$ cat config.mk
export PLATFORM = sky130hd
export DESIGN_NAME = game_status_gen_flat
export DESIGN_NICKNAME = d
export VERILOG_FILES = /design/src/rtl/game_status_gen_if.sv /design/src/rtl/game_status_gen.sv /design/src/flat_wrapper.sv
export SDC_FILE = /design/constraint.sdc
export NUM_CORES = 1
export LEC_CHECK = 0
export BUFFER_PORTS_ARGS = -buffer_cell sky130_fd_sc_hd__buf_2
export CORE_AREA = 2 2 59 61
export CTS_BUF_LIST = sky130_fd_sc_hd__clkbuf_2 sky130_fd_sc_hd__clkbuf_4 sky130_fd_sc_hd__clkbuf_8
export DETAILED_ROUTE_END_ITERATION = 7
export DIE_AREA = 0 0 61 63
export GPL_TIMING_DRIVEN = 0
export PLACE_DENSITY = 0.86
export SETUP_SLACK_MARGIN = 0.5
export SYNTH_ARGS = -nofsm -noshare
export SYNTH_HDL_FRONTEND = slang
export SYNTH_SLANG_ARGS = --single-unit
$ cat constraint.sdc
create_clock -name Clk -period 3.7 [get_ports Clk]
set_input_delay 0.37 -clock Clk [delete_from_list [all_inputs] [get_ports Clk]]
set_output_delay 0.37 -clock Clk [all_outputs]
set_load 0.005 [all_outputs]
$ cat src/rtl/game_status_gen_if.sv
// Status bus between the game status generator and its environment.
// Latency: n/a (wires only). Backpressure: none; all inputs are levels or 1-cycle pulses.
// Ports: frame_clk/keycode/phase/hit/fall/flag_reached in; status levels out.
interface game_status_gen_if;
  logic       frame_clk;
  logic [7:0] keycode;
  logic [3:0] phase;
  logic       hit;
  logic       fall;
  logic       flag_reached;
  logic       playernum_select;
  logic [1:0] player_count;
  logic       mario_alive;
  logic       game_end;
  logic [1:0] lives;
  logic [9:0] time_left;

  // Environment side: drives stimulus, observes status.
  modport master (
    output frame_clk, keycode, phase, hit, fall, flag_reached,
    input  playernum_select, player_count, mario_alive, game_end, lives, time_left
  );

  // Generator side.
  modport slave (
    input  frame_clk, keycode, phase, hit, fall, flag_reached,
    output playernum_select, player_count, mario_alive, game_end, lives, time_left
  );
endinterface

$ cat src/rtl/game_status_gen.sv
// Game status generator: player select, lives, level timer, invulnerability, end flags.
// Latency: status updates 1 cycle after an input pulse; frame ticks act 2 cycles after frame_clk rises.
// Backpressure: none; counting freezes whenever phase is not GAME.
// Ports: Clk, RESET_N (sync, active low); bus = game_status_gen_if.slave.
module game_status_gen #(
  parameter int         LIVES_INIT      = 3,
  parameter int         TIME_INIT       = 400,
  parameter int         FRAMES_PER_TICK = 24,
  parameter int         INVULN_FRAMES   = 60,
  parameter logic [7:0] KEY_ONE         = 8'h1E,
  parameter logic [7:0] KEY_TWO         = 8'h1F
) (
  input  logic               Clk,
  input  logic               RESET_N,
  game_status_gen_if.slave   bus
);

  localparam int CW = $clog2(FRAMES_PER_TICK + 1);
  localparam int IW = $clog2(INVULN_FRAMES + 1);

  localparam logic [1:0] ST_IDLE   = 2'd0;
  localparam logic [1:0] ST_SELECT = 2'd1;
  localparam logic [1:0] ST_PLAY   = 2'd2;
  localparam logic [1:0] ST_DONE   = 2'd3;

  localparam logic [3:0] PH_STARTER = 4'b1000;
  localparam logic [3:0] PH_GAME    = 4'b0100;

  logic [1:0]    state_q, state_d;
  logic          sel_q, sel_d;
  logic [1:0]    pc_q, pc_d;
  logic          alive_q, alive_d;
  logic          gend_q, gend_d;
  logic [1:0]    lives_q, lives_d;
  logic [9:0]    time_q, time_d;
  logic [CW-1:0] cnt_q, cnt_d;
  logic [IW-1:0] inv_q, inv_d;
  logic          fclk_q;
  logic          tick_q, tick_d;

  logic          timer_dec;
  logic [9:0]    time_nxt;

  always_comb begin
    state_d   = state_q;
    sel_d     = sel_q;
    pc_d      = pc_q;
    alive_d   = alive_q;
    gend_d    = gend_q;
    lives_d   = lives_q;
    time_d    = time_q;
    cnt_d     = cnt_q;
    inv_d     = inv_q;
    timer_dec = 1'b0;
    time_nxt  = time_q;
    // Registered rising-edge detect; the tick acts one cycle after it is seen.
    tick_d    = bus.frame_clk & ~fclk_q;

    case (state_q)
      ST_IDLE: begin
        if (bus.phase == PH_STARTER) state_d = ST_SELECT;
      end
      ST_SELECT: begin
        if (bus.keycode == KEY_ONE) begin
          pc_d    = 2'd1;
          sel_d   = 1'b1;
          state_d = ST_PLAY;
        end else if (bus.keycode == KEY_TWO) begin
          pc_d    = 2'd2;
          sel_d   = 1'b1;
          state_d = ST_PLAY;
        end
      end
      ST_PLAY: begin
        if (bus.phase == PH_GAME) begin
          if (tick_q) begin
            if (inv_q != '0) inv_d = inv_q - IW'(1);
            if (cnt_q == CW'(FRAMES_PER_TICK - 1)) begin
              cnt_d     = '0;
              timer_dec = 1'b1;
            end else begin
              cnt_d = cnt_q + CW'(1);
            end
          end
          if (timer_dec && time_q != 10'd0) time_nxt = time_q - 10'd1;

          // Priority: flag > fall > timer expiry > hit.
          if (bus.flag_reached) begin
            gend_d  = 1'b1;
            state_d = ST_DONE;
          end else if (bus.fall) begin
            lives_d = 2'd0;
            alive_d = 1'b0;
            state_d = ST_DONE;
          end else if (timer_dec && time_nxt == 10'd0) begin
            time_d  = 10'd0;
            alive_d = 1'b0;
            state_d = ST_DONE;
          end else begin
            time_d = time_nxt;
            // Any hit during immunity is ignored, including on the last life.
            if (bus.hit && inv_q == '0) begin
              if (lives_q > 2'd1) begin
                lives_d = lives_q - 2'd1;
                inv_d   = IW'(INVULN_FRAMES);
              end else begin
                lives_d = 2'd0;
                alive_d = 1'b0;
                state_d = ST_DONE;
              end
            end
          end
        end
      end
      default: begin
        // ST_DONE: everything frozen until reset.
      end
    endcase
  end

  always_ff @(posedge Clk) begin
    if (!RESET_N) begin
      state_q <= ST_IDLE;
      sel_q   <= 1'b0;
      pc_q    <= 2'd0;
      alive_q <= 1'b1;
      gend_q  <= 1'b0;
      lives_q <= 2'(LIVES_INIT);
      time_q  <= 10'(TIME_INIT);
      cnt_q   <= '0;
      inv_q   <= '0;
      fclk_q  <= 1'b0;
      tick_q  <= 1'b0;
    end else begin
      state_q <= state_d;
      sel_q   <= sel_d;
      pc_q    <= pc_d;
      alive_q <= alive_d;
      gend_q  <= gend_d;
      lives_q <= lives_d;
      time_q  <= time_d;
      cnt_q   <= cnt_d;
      inv_q   <= inv_d;
      fclk_q  <= bus.frame_clk;
      tick_q  <= tick_d;
    end
  end

  assign bus.playernum_select = sel_q;
  assign bus.player_count     = pc_q;
  assign bus.mario_alive      = alive_q;
  assign bus.game_end         = gend_q;
  assign bus.lives            = lives_q;
  assign bus.time_left        = time_q;

endmodule

$ cat src/flat_wrapper.sv
// flat-port wrapper written by rule: the top's interface ports become plain ports
module game_status_gen_flat 
#(
  parameter int         LIVES_INIT      = 3,
  parameter int         TIME_INIT       = 400,
  parameter int         FRAMES_PER_TICK = 24,
  parameter int         INVULN_FRAMES   = 60,
  parameter logic [7:0] KEY_ONE         = 8'h1E,
  parameter logic [7:0] KEY_TWO         = 8'h1F
)
  (Clk, RESET_N, bus_frame_clk, bus_keycode, bus_phase, bus_hit, bus_fall, bus_flag_reached, bus_playernum_select, bus_player_count, bus_mario_alive, bus_game_end, bus_lives, bus_time_left);
  game_status_gen_if bus_i ();
  input  logic Clk;
  input  logic RESET_N;
  input wire logic [$bits(bus_i.frame_clk)-1:0] bus_frame_clk;
  input wire logic [$bits(bus_i.keycode)-1:0] bus_keycode;
  input wire logic [$bits(bus_i.phase)-1:0] bus_phase;
  input wire logic [$bits(bus_i.hit)-1:0] bus_hit;
  input wire logic [$bits(bus_i.fall)-1:0] bus_fall;
  input wire logic [$bits(bus_i.flag_reached)-1:0] bus_flag_reached;
  output wire logic [$bits(bus_i.playernum_select)-1:0] bus_playernum_select;
  output wire logic [$bits(bus_i.player_count)-1:0] bus_player_count;
  output wire logic [$bits(bus_i.mario_alive)-1:0] bus_mario_alive;
  output wire logic [$bits(bus_i.game_end)-1:0] bus_game_end;
  output wire logic [$bits(bus_i.lives)-1:0] bus_lives;
  output wire logic [$bits(bus_i.time_left)-1:0] bus_time_left;
  assign bus_i.frame_clk = bus_frame_clk;
  assign bus_i.keycode = bus_keycode;
  assign bus_i.phase = bus_phase;
  assign bus_i.hit = bus_hit;
  assign bus_i.fall = bus_fall;
  assign bus_i.flag_reached = bus_flag_reached;
  assign bus_playernum_select = bus_i.playernum_select;
  assign bus_player_count = bus_i.player_count;
  assign bus_mario_alive = bus_i.mario_alive;
  assign bus_game_end = bus_i.game_end;
  assign bus_lives = bus_i.lives;
  assign bus_time_left = bus_i.time_left;
  game_status_gen #(.LIVES_INIT(LIVES_INIT), .TIME_INIT(TIME_INIT), .FRAMES_PER_TICK(FRAMES_PER_TICK), .INVULN_FRAMES(INVULN_FRAMES), .KEY_ONE(KEY_ONE), .KEY_TWO(KEY_TWO)) u_core (.Clk(Clk), .RESET_N(RESET_N), .bus(bus_i));
endmodule
==> impl_results.md, run 1 <==
* First-pass GRT wire length at 7690 µm
* Min Hold Slack at around 250 ps
* Unrepaired setup endpoints after global routing: false
* Area Growth Syn to Fin at 15.0%
* Yosys reg bits at 32
* CTS Hold Bufs at 0
* Relative max-transition margin at 55.7%
* Routed via count at 1,775
* Largest family of logic cells by synthesized area: simple AND/OR/NAND/NOR gates
* Synth top area share at about 33%
* Required time of the critical path at roughly 4000 ps
* TNS Setup at 0 ps
* Max-Cap Viols at 0
* Final hold vios at 0
* GRT met3 Usage at between 5 and 6%
* Root Buffer: clkbuf_4
* Fin Clk Skew at 7.48 ps
* Most used routing layer: met2
* Cells after Synth at approximately 220
* Startpoint types: register
* I/O Pins at 35
* GPL Wtd Cong at 0.872
* Setup CP Type: reg2reg
* Grt met2 use at 41.7%
* FMAX at between 0.3 and 0.4 GHz
* Setup Fix Bufs, Post-CTS at 0
* Die Area at roughly 3800 µm²
* Lkg Pwr at about 0.9 nW
* CP arrival at between 3000 and 4000 ps
* ANT cells at 0
* Die Y at approximately 63 µm
* Clk buf depth at 2
* Peak supply drop at 267 µV
* Synth Net Count at between 200 and 250
* Placed insts at approximately 300
* Core Util, Final at about two thirds
* Number of global-route vias before repair at between 1,500 and 2,000
* Max H-tree Level at 2
* Clock-pin transition on the worst setup and hold timing paths at between 100 and 150 ps
* Starting density of the core at around three fifths
* Area contributors post-synth: dfxtp_1 33%, ha_1 5.8%, nand2_1 5.1%, xnor2_1 3.2%, and2_1 2.9%
* Maximum fanout along the worst path at 7
* Detailed-route DRC error count at 0
* Gr usage total at approximately a quarter
* Mapped Area at slightly below 2000 µm²
* Synth async-reset ratio at 0%
* Cell variety after synth at 61
* Final #Nets at around 290
* Die Wd at a little over 60 µm
* Slew Viols, Final at 0
* Via density per instance at 5.78
* Final wirelength at roughly 4300 µm
* Synth Area in XOR/XNOR at 3.63%
* Crit path time final at between 2000 and 3000 ps
* Initial antenna violation count at 0
* Post-CTS sizing at 0
* Ratio of final minimum period to clock period at between 70% and 80%
* Remaining antenna violation count after routing at 0
* EDFF count, synth at 0
* Syn. warnings at 0
* IO buf count at 34
* Avg Cell Area, Syn at 8.81 µm²
* Fraction of layout instances using a drive strength above 1 at about a quarter
* DR WL/cell at roughly 14 µm
* Post-DP HPWL at around 3300 µm
* CTS Buf Count at 5
* Clock sink total at 32
* Core box area at about 3200 µm²
* Element type at the critical path end: register
* Top_reg_cell synth: dfxtp_1
* 1st-pass router iterations at 4
* Yosys top cell by area: dfxtp_1
* Post-synthesis mux area share at ~1.1%
* Status: finished clean
* Grt total ovfl at 0
* Min-Delay Path Class: in2reg
* Met1 Usage GRT at approximately a third
* Synth Area in Compound Gates at between 20% and 30%
* Clock tree from TritonCTS: built
* Worst slew pin tran at 663 ps
* Row count at 21
* Post-synthesis adder-cell area fraction at around 6%
* # setup viols final at 0
* Worst Slack Setup Final at about 860 ps
* Non-Filler Instances at between 300 and 400
* Power per cell area at 309 nW/µm²
* Iter 0 DRT Violations at 90
* Post-place setup slack at around 920 ps
* Clk_lat worst skew at 340 ps
* Largest net degree at the start of global routing at 11
* Post-synthesis sequential area ratio at 33.2%
* Synth Area in Simple Gates at about 30%
* # fillers at about 290
## metrics by stage
stage	area, µm²	power (W)
6_report	2220	0.000686
5_1_grt	2220	0.000715
4_1_cts	2220	0.000690
3_5_place_dp	2160	0.000479
3_3_place_gp	2160	0.000476
2_1_floorplan	1930	0.000448
## path summary, 6_finish.rpt
path                           start                 to  slack [ps]  depth (start not counted)
min                    bus_frame_clk      u_core.fclk_q         250                          2
max reg2reg  u_core.bus.time_left[0]  u_core.state_q[1]         860                          9
max          u_core.bus.time_left[0]  u_core.state_q[1]         860                          9
min reg2reg            u_core.fclk_q      u_core.tick_q         390                          1
## logic make-up after synthesis
family	count (synthesis)
flops	32
simple gates	98
mux	2
fa+ha+maj	9
buf+inv	17
compound gates	53
xor+xnor	8
## cells in the mapped netlist, drive strengths merged, types with 2 or more instances
| master | count |
|---|---|
| inv | 11 |
| nor2b | 5 |
| nor3 | 5 |
| nor2 | 15 |
| and3 | 7 |
| nand4b | 2 |
| a211oi | 2 |
| o211a | 2 |
| or4 | 3 |
| a31oi | 5 |
| or2 | 2 |
| clkbuf | 5 |
| nand3 | 4 |
| o211ai | 4 |
| and2 | 9 |
| xnor2 | 7 |
| or3 | 5 |
| nor4 | 3 |
| nor4b | 3 |
| nand4 | 3 |
| a21boi | 8 |
| o21a | 2 |
| ha | 9 |
| o21ai | 11 |
| a21oi | 9 |
| dfxtp | 32 |
| nand2 | 26 |
## worst max-delay path, cell delays in order (launching register included)
cell	delay (ps)
dfxtp_1	380
inv_1	90
ha_1	200
nor3b_1	580
nand3_2	210
a211o_1	350
a221oi_2	340
and3_4	320
o21a_4	150
mux2i_1	160
## layer usage
layer	vias up	share of wire, %	routed length (µm)
met5	-	0	0
met4	0	1.8	80
met3	9	6.6	286
met2	63	47	2060
met1	823	44	1910
li1	880	-	-
## power by group
| group | total [W] | internal [W] | switching (W) |
|---|---|---|---|
| clock | 0.000215 | 0.0000903 | 0.000124 |
| combinational | 0.000108 | 0.0000533 | 0.0000546 |
| sequential | 0.000363 | 0.000353 | 0.00000994 |
## layout by cell type (no fill, tap or decap), types with 2 or more instances in the layout
master     n
clkbuf_1   3
nor3_1     4
buf_2     34
o21ai_1    3
and3_1     6
nor2b_1    5
o211ai_1   3
clkbuf_8   3
o211a_1    2
a21boi_0   7
nor4_1     2
nor4b_1    2
clkinv_2   2
o21ai_0    8
or3_2      3
inv_1     11
xnor2_1    7
or3_1      2
clkbuf_4   5
nand3_1    3
nand2_1   26
nand4b_1   2
nand4_1    3
a21oi_1    9
dfxtp_1   32
a31oi_1    5
nor2_1    15
and2_1     9
ha_1       9
or4_1      2
## final cells by class
class,instances,area [µm²],share of cell area (%)
Clock buffer,6,51.3,2.31
Tap cell,46,57.6,2.59
Buffer,6,50.0,2.26
Multi-Input combinational cell,170,1200,54.0
Timing Repair Buffer,34,170,7.67
Sequential cell,32,641,28.9
Inverter,11,41.3,1.86
Clock inverter,2,10.0,0.451
## registers in the layout, indices dropped and copies added, names as in the netlist
signal                       cells
u_core.cnt_q                     5
u_core.state_q                   2
u_core.fclk_q                    1
u_core.bus.time_left            10
u_core.bus.lives                 2
u_core.inv_q                     6
u_core.bus.player_count          2
u_core.bus.playernum_select      1
u_core.bus.mario_alive           1
u_core.tick_q                    1
u_core.bus.game_end              1
Note: power is estimated with default switching activity, not from simulation.
==> run 2: changes to the inputs <==
--- a/config.mk
+++ b/config.mk
@@ -6,12 +6,12 @@
 export NUM_CORES = 1
 export LEC_CHECK = 0
 export BUFFER_PORTS_ARGS = -buffer_cell sky130_fd_sc_hd__buf_2
-export CORE_AREA = 2 2 59 61
+export CORE_AREA = 2 2 62 64
 export CTS_BUF_LIST = sky130_fd_sc_hd__clkbuf_2 sky130_fd_sc_hd__clkbuf_4 sky130_fd_sc_hd__clkbuf_8
 export DETAILED_ROUTE_END_ITERATION = 7
-export DIE_AREA = 0 0 61 63
+export DIE_AREA = 0 0 64 66
 export GPL_TIMING_DRIVEN = 0
-export PLACE_DENSITY = 0.86
+export PLACE_DENSITY = 0.78
 export SETUP_SLACK_MARGIN = 0.5
 export SYNTH_ARGS = -nofsm -noshare
 export SYNTH_HDL_FRONTEND = slang
==> constraint.sdc (replaced) <==
create_clock -name Clk -period 2.88 [get_ports Clk]
set_input_delay 0.288 -clock Clk [delete_from_list [all_inputs] [get_ports Clk]]
set_output_delay 0.288 -clock Clk [all_outputs]
set_load 0.005 [all_outputs]
==> run 2 against run 1 <==
Via count decreased by 0.51%. Count of clock-buffer cells in the layout did not move. Cell count is 2.9% higher. Register-to-register slack got worse by 290 ps. Sequential share of layout area is 1.0 points lower. Die area rose by 9.9%. Maximum frequency is 23% higher. Worst hold slack got worse by 87 ps. Sequential cell count unchanged. Utilization fell by 2.8 points. Wire length up 1.6%. Non-clock buffer count rose by 8.
==> impl_results.md, run 2 (synthesis results as in run 1) <==
* Element type at the critical path end: register (unchanged)
* Commonest non-fill, non-tap cell in the layout: buf_2 (unchanged)
* DR WL/cell at 14.0 µm (was 14.1 µm)
* Worst slew pin tran at 550 ps (was 663 ps)
* Row count at 22 (was 21)
* Die Wd at 64 µm (was 61 µm)
* Cell Chain, Critical Path: or4_4 > o31a_1 > a31oi_1 > o31ai_2 > and3_4 > o21a_4 > o211a_1 (was inv_1 > ha_1 > nor3b_1 > nand3_2 > a211o_1 > a221oi_2 > and3_4 > o21a_4 > mux2i_1)
* Root Buffer: clkbuf_4 (unchanged)
* Clk buf depth at 2 (unchanged)
* Routed via count at 1,766 (was 1,775)
* Initial antenna violation count at 0 (unchanged)
* Max H-tree Level at 2 (unchanged)
* Non-Filler Instances at 316 (was 307)
* FMAX at 0.431 GHz (was 0.352 GHz)
* Final wirelength at 4410 µm (was 4340 µm)
* Commonest cells after routing, fill and taps aside: 34 x buf_2, 27 x dfxtp_1, 26 x nand2_1 (was 34 x buf_2, 32 x dfxtp_1, 26 x nand2_1)
* Worst Slack Setup Final at 562 ps (was 857 ps)
* Number of global-route vias before repair at 1,598 (was 1,760)
* Core box area at 3550 µm² (was 3230 µm²)
* GPL Wtd Cong at 0.893 (was 0.872)
* Post-DP HPWL at 3030 µm (was 3260 µm)
* Die Y at 66 µm (was 63 µm)
* Reg2reg end: u_core.state_q[0] (was u_core.state_q[1])
* Reg2reg path depth at 7 (was 9)
* Unrepaired setup endpoints after global routing: false (unchanged)
* Relative max-transition margin at 62.8% (was 55.7%)
* ANT cells at 0 (unchanged)
* Clock sink total at 32 (unchanged)
* Area Growth Syn to Fin at 21.2% (was 15.0%)
* Clock-pin transition on the worst setup and hold timing paths at 100 ps (was 110 ps)
* Clock tree from TritonCTS: built (unchanged)
* Routed wl met3 at 200 µm (was 286 µm)
* Peak supply drop at 338 µV (was 267 µV)
* Largest stage delay on the critical path at 580 ps (about the same)
* Top layer in use: met4 (unchanged)
* Startpoint types: register (unchanged)
* Fin Clk Skew at 5.52 ps (was 7.48 ps)
* Remaining antenna violation count after routing at 0 (unchanged)
* CTS Buf Count at 5 (unchanged)
* Ratio of final minimum period to clock period at 80.5% (was 76.8%)
* Required time of the critical path at 3120 ps (was 3970 ps)
* Slowest cell on the critical path: or4_4 (was nor3b_1)
* TNS Setup at 0 ps (unchanged)
* Gr usage total at 21.6% (was 26.0%)
* CP arrival at 2560 ps (was 3120 ps)
* Final #Nets at 295 (was 287)
* Max reg flops at 10 (unchanged)
* Grt total ovfl at 0 (unchanged)
* Starting density of the core at 54.3% (was 59.7%)
* Largest net degree at the start of global routing at 11 (unchanged)
* Post-place setup slack at 179 ps (was 922 ps)
* Via density per instance at 5.59 (was 5.78)
* Slew Viols, Final at 0 (unchanged)
* Routed met1 length at 2100 µm (was 1910 µm)
* Reg2Reg Launch Point: u_core.bus.time_left[7] (was u_core.bus.time_left[0])
* Min Hold Slack at 166 ps (was 253 ps)
* Fraction of layout instances using a drive strength above 1 at 32.5% (was 26.1%)
* # setup viols final at 0 (unchanged)
* Crit path time final at 2320 ps (was 2840 ps)
* Die Area at 4220 µm² (was 3840 µm²)
* Reg2Reg Setup Slack at 560 ps (was 860 ps)
* Detailed-route DRC error count at 0 (unchanged)
* Clk_lat worst skew at 340 ps (about the same)
* First-pass GRT wire length at 7130 µm (was 7690 µm)
* Power per cell area at 369 nW/µm² (was 309 nW/µm²)
* Setup CP Type: reg2reg (unchanged)
* Min-Delay Path Class: in2reg (unchanged)
* Lkg Pwr at 0.924 nW (was 0.876 nW)
* IO buf count at 34 (unchanged)
* Max-Cap Viols at 0 (unchanged)
* Maximum fanout along the worst path at 6 (was 7)
* Placed insts at 301 (was 299)
* Final hold vios at 0 (unchanged)
* 1st-pass router iterations at 4 (unchanged)
* Core Util, Final at 65.9% (was 68.6%)
* Met2 wire length at 2040 µm (was 2060 µm)
* Status: finished clean (unchanged)
* HP Start: bus_frame_clk (unchanged)
* I/O Pins at 35 (unchanged)
* WHS Endpoint: u_core.fclk_q (unchanged)
* Iter 0 DRT Violations at 90 (unchanged)
* Hold path depth at 2 (unchanged)
## run 2: cell types whose count changed in the layout (fill, tap and decap cells not counted), moves of 2 or more
cell | previous run | this run
dfxtp_4 | 0 | 2
buf_4 | 0 | 8
dfxtp_2 | 0 | 3
dfxtp_1 | 32 | 27
ha_1 | 9 | 7
## run 2: stage by stage
stage,total power (W),cell area [µm²]
detailed placement,0.000614,2160
finish,0.000864,2340
global placement,0.000613,2160
CTS,0.000867,2250
global route,0.000905,2340
floorplan,0.000576,1930
## run 2: final cells by class
type                       count  area, µm²
clock buffer                   6       45.0
timing repair buffer          42        230
fill                         308       1210
multi-input combinational    170       1250
clock inverter                 1       5.00
tap                           48       60.1
sequential                    32        652
inverter                      11       41.3
buffer                         6       50.0
## run 2: worst max path at each step
stage / startpoint / to / slack [ps] / cells after the start
5_1_grt: u_core.bus.time_left[0] / u_core.inv_q[1] / 500 / 9
3_5_place_dp: u_core.bus.time_left[0] / u_core.state_q[1] / 180 / 9
2_1_floorplan: u_core.bus.time_left[0] / u_core.state_q[1] / 510 / 9
6_report: u_core.bus.time_left[7] / u_core.state_q[0] / 560 / 7
3_3_place_gp: u_core.bus.time_left[0] / u_core.state_q[1] / 190 / 9
4_1_cts: u_core.bus.time_left[0] / u_core.state_q[1] / 520 / 8
## run 2: per-layer routing
metal | up-vias | GRT usage [%]
met4 | 0 | 10.3
met2 | 45 | 35.2
li1 | 892 | -
met3 | 8 | 4.77
met1 | 821 | 27.1
met5 | - | 0
## run 2: where the power goes
part,internal (W),switching [W]
logic,0.0000694,0.0000700
registers,0.000452,0.0000127
clock network,0.0000993,0.000161
total,0.000620,0.000244
## run 2: critical path, delay by kind of cell (launching register included)
family | cells | cell delay, ps
AOI/OAI and AO/OA | 5 | 1010
and+or+nand+nor | 2 | 800
DFF | 1 | 400
## run 2: what timing repair did
action	CTS	global route
hold buffers	0	0
resized for setup	6	12
endpoints found under the setup margin	11	11
endpoints found under the hold margin	0	0
buffers inserted	2	6
pin swaps	3	8
==> run 3: changes to the inputs <==
==> constraint.sdc (replaced) <==
create_clock -name Clk -period 2.38 [get_ports Clk]
set_input_delay 0.238 -clock Clk [delete_from_list [all_inputs] [get_ports Clk]]
set_output_delay 0.238 -clock Clk [all_outputs]
set_load 0.005 [all_outputs]
==> run 3 against run 2 <==
Clock power grew 67%. Count of clock-buffer cells in the layout is the same. Critical path depth is the same. Cell area grew 8.9%. Non-clock buffer count grew 8. Sequential power grew 21%. First-iteration DRC count grew 64%. Via count grew 8.1%. Clock skew grew 15 ps. Sequential cell count is the same. Critical path type unchanged. Highest routed layer unchanged.
==> impl_results.md, run 3 (synthesis results as in run 1) <==
* Commonest non-fill, non-tap cell in the layout: buf_2 (unchanged)
* Die Y at 66 µm (unchanged)
* Fraction of layout instances using a drive strength above 1 at 41.9% (was 32.5%)
* Required time of the critical path at 2630 ps (was 3120 ps)
* Reg2reg end: u_core.inv_q[1] (was u_core.state_q[0])
* Relative max-transition margin at 62.9% (was 62.8%)
* Initial antenna violation count at 0 (unchanged)
* Clk_lat worst skew at 360 ps (was 340 ps)
* IO buf count at 34 (unchanged)
* Largest stage delay on the critical path at 510 ps (was 580 ps)
* Number of global-route vias before repair at 1,773 (was 1,598)
* First-pass GRT wire length at 7990 µm (was 7130 µm)
* Final wirelength at 5050 µm (was 4410 µm)
* Final #Nets at 303 (was 295)
* Gr usage total at 24.2% (was 21.6%)
* Flop pwr share at 47.7% (was 53.8%)
* Hold path depth at 2 (unchanged)
* Root Buffer: clkbuf_4 (unchanged)
* Via density per instance at 5.87 (was 5.59)
* Area taken by multi-input logic gates at 1360 µm² (was 1250 µm²)
* Comb pwr share at 15.6% (was 16.1%)
* Setup CP Type: reg2reg (unchanged)
* 1st-pass router iterations at 5 (was 4)
* ANT cells at 0 (unchanged)
* CTS Buf Count at 5 (unchanged)
* CTS Hold Bufs at 0 (unchanged)
* Worst slew pin tran at 549 ps (was 550 ps)
* CP arrival at 2520 ps (was 2560 ps)
* Reg2Reg Setup Slack at 110 ps (was 560 ps)
* Fin Clk Skew at 20.2 ps (was 5.52 ps)
* # fillers at 244 (was 308)
* Slowest cell on the critical path: or4_4 (unchanged)
* Iter 0 DRT Violations at 148 (was 90)
* HP Start: bus_frame_clk (unchanged)
* Reg2Reg Launch Point: u_core.bus.time_left[5] (was u_core.bus.time_left[7])
* Power per cell area at 463 nW/µm² (was 369 nW/µm²)
* Routed via count at 1,909 (was 1,766)
* Lkg Pwr at 1.01 nW (was 0.924 nW)
* Remaining antenna violation count after routing at 0 (unchanged)
* Cell Chain, Critical Path: or4_4 > o31a_1 > a31oi_1 > o31ai_2 > and3_4 > o41ai_4 > a211oi_2 (was or4_4 > o31a_1 > a31oi_1 > o31ai_2 > and3_4 > o21a_4 > o211a_1)
* Crit path time final at 2270 ps (was 2320 ps)
* Peak supply drop at 429 µV (was 338 µV)
* Clock sink total at 32 (unchanged)
* PnR Total Power at 0.00118 W (was 0.000864 W)
* Starting density of the core at 54.3% (unchanged)
* Status: finished clean (unchanged)
* Clock-pin transition on the worst setup and hold timing paths at 120 ps (was 100 ps)
* Ratio of final minimum period to clock period at 95.4% (was 80.5%)
* Die Area at 4220 µm² (unchanged)
* Post-DP HPWL at 3120 µm (was 3030 µm)
* Row count at 22 (unchanged)
* Min-Delay Path Class: in2reg (unchanged)
* Max H-tree Level at 2 (unchanged)
* Final hold vios at 0 (unchanged)
* Largest net degree at the start of global routing at 11 (unchanged)
* Grt total ovfl at 0 (unchanged)
* Max-Cap Viols at 0 (unchanged)
* Detailed-route DRC error count at 0 (unchanged)
* Unrepaired setup endpoints after global routing: true (was false)
* Net Switching at 0.000313 W (was 0.000244 W)
* # setup viols final at 0 (unchanged)
* Clock tree from TritonCTS: built (unchanged)
* DR WL/cell at 15.5 µm (was 14.0 µm)
* Core box area at 3550 µm² (unchanged)
* GPL Wtd Cong at 0.842 (was 0.893)
* Max reg flops at 10 (unchanged)
* I/O Pins at 35 (unchanged)
* Clock Power Share at 36.7% (was 30.1%)
* Sw frac at 26.6% (was 28.2%)
* Die Wd at 64 µm (unchanged)
* Slew Viols, Final at 0 (unchanged)
* Element type at the critical path end: register (unchanged)
* Clk buf depth at 2 (unchanged)
* Min Hold Slack at 106 ps (was 166 ps)
* WHS Endpoint: u_core.fclk_q (unchanged)
* Area Growth Syn to Fin at 32.0% (was 21.2%)
* FMAX at 0.440 GHz (was 0.431 GHz)
* Sequential cell area at 662 µm² (was 652 µm²)
* Maximum fanout along the worst path at 6 (unchanged)
* Reg2reg path depth at 7 (unchanged)
* Startpoint types: register (unchanged)
* Commonest cells after routing, fill and taps aside: 34 x buf_2, 23 x dfxtp_1, 22 x nand2_1 (was 34 x buf_2, 27 x dfxtp_1, 26 x nand2_1)
* Pint at 0.000865 W (was 0.000620 W)
==> run 3: cell types whose count changed in the layout (fill, tap and decap cells not counted), moves of 3 or more <==
cell | before | now
nor3_1 | 4 | 1
nand2_1 | 26 | 22
inv_2 | 0 | 3
inv_1 | 11 | 8
dfxtp_1 | 27 | 23
buf_4 | 8 | 15
==> run 3: what timing repair did <==
| action | CTS | global route |
|---|---|---|
| resized for setup | 29 | 15 |
| pin swaps | 16 | 11 |
| setup endpoints to repair | 21 | 20 |
| cloned | 0 | 0 |
| buffers inserted | 14 | 2 |
==> run 3: metrics by stage <==
stage | instance area [µm²] | std cells | util (%) | TNS, ps | worst slack (ps)
4_1_cts | 2470 | 323 | 69.7 | 0 | 181
3_5_place_dp | 2190 | 301 | 61.6 | -22.2 | -22.2
3_3_place_gp | 2190 | 301 | 61.6 | -35.6 | -35.6
6_report | 2550 | 325 | 71.7 | 0 | 109
5_1_grt | 2550 | 325 | 71.7 | 0 | 49.8
2_1_floorplan | 1960 | 219 | - | 0 | 262
==> run 3: metal layers <==
metal,routed length (µm),track usage (%)
met1,2220,29.8
met2,2360,40.9
met3,396,5.28
met4,72,9.51
met5,0,0
==> run 3: cell type report <==
class | count | share of cell area, %
Timing Repair Buffer | 50 | 11.5
Inverter | 11 | 1.62
Sequential cell | 32 | 26.0
Buffer | 6 | 1.97
Tap cell | 48 | 2.36
Clock buffer | 6 | 1.77
Multi-Input combinational cell | 170 | 53.4
Clock inverter | 2 | 1.38
==> run 3: power groups by stage <==
stage | registers, W | clock network [W] | logic, W
2_1_floorplan | 0.000572 | 0 | 0.000124
3_3_place_gp | 0.000575 | 0 | 0.000165
3_5_place_dp | 0.000576 | 0 | 0.000170
4_1_cts | 0.000559 | 0.000431 | 0.000177
5_1_grt | 0.000564 | 0.000453 | 0.000206
6_report | 0.000561 | 0.000433 | 0.000184
==> run 3: worst max-delay path by stage <==
stage,start,endpoint,slack [ps],depth (start not counted)
floorplan,u_core.bus.time_left[0],u_core.inv_q[0],260,7
global placement,bus_phase[1],u_core.bus.time_left[6],-40,8
detailed placement,bus_phase[1],u_core.bus.time_left[6],-20,8
CTS,u_core.bus.time_left[0],u_core.state_q[1],180,9
global route,u_core.bus.time_left[4],u_core.state_q[1],50,8
finish,u_core.bus.time_left[5],u_core.inv_q[1],110,7
==> run 3: critical path: cells and delay by family, from the launching register on <==
kind	cells	cell delay, ps
compound gates	5	1070
flops	1	370
simple gates	2	730
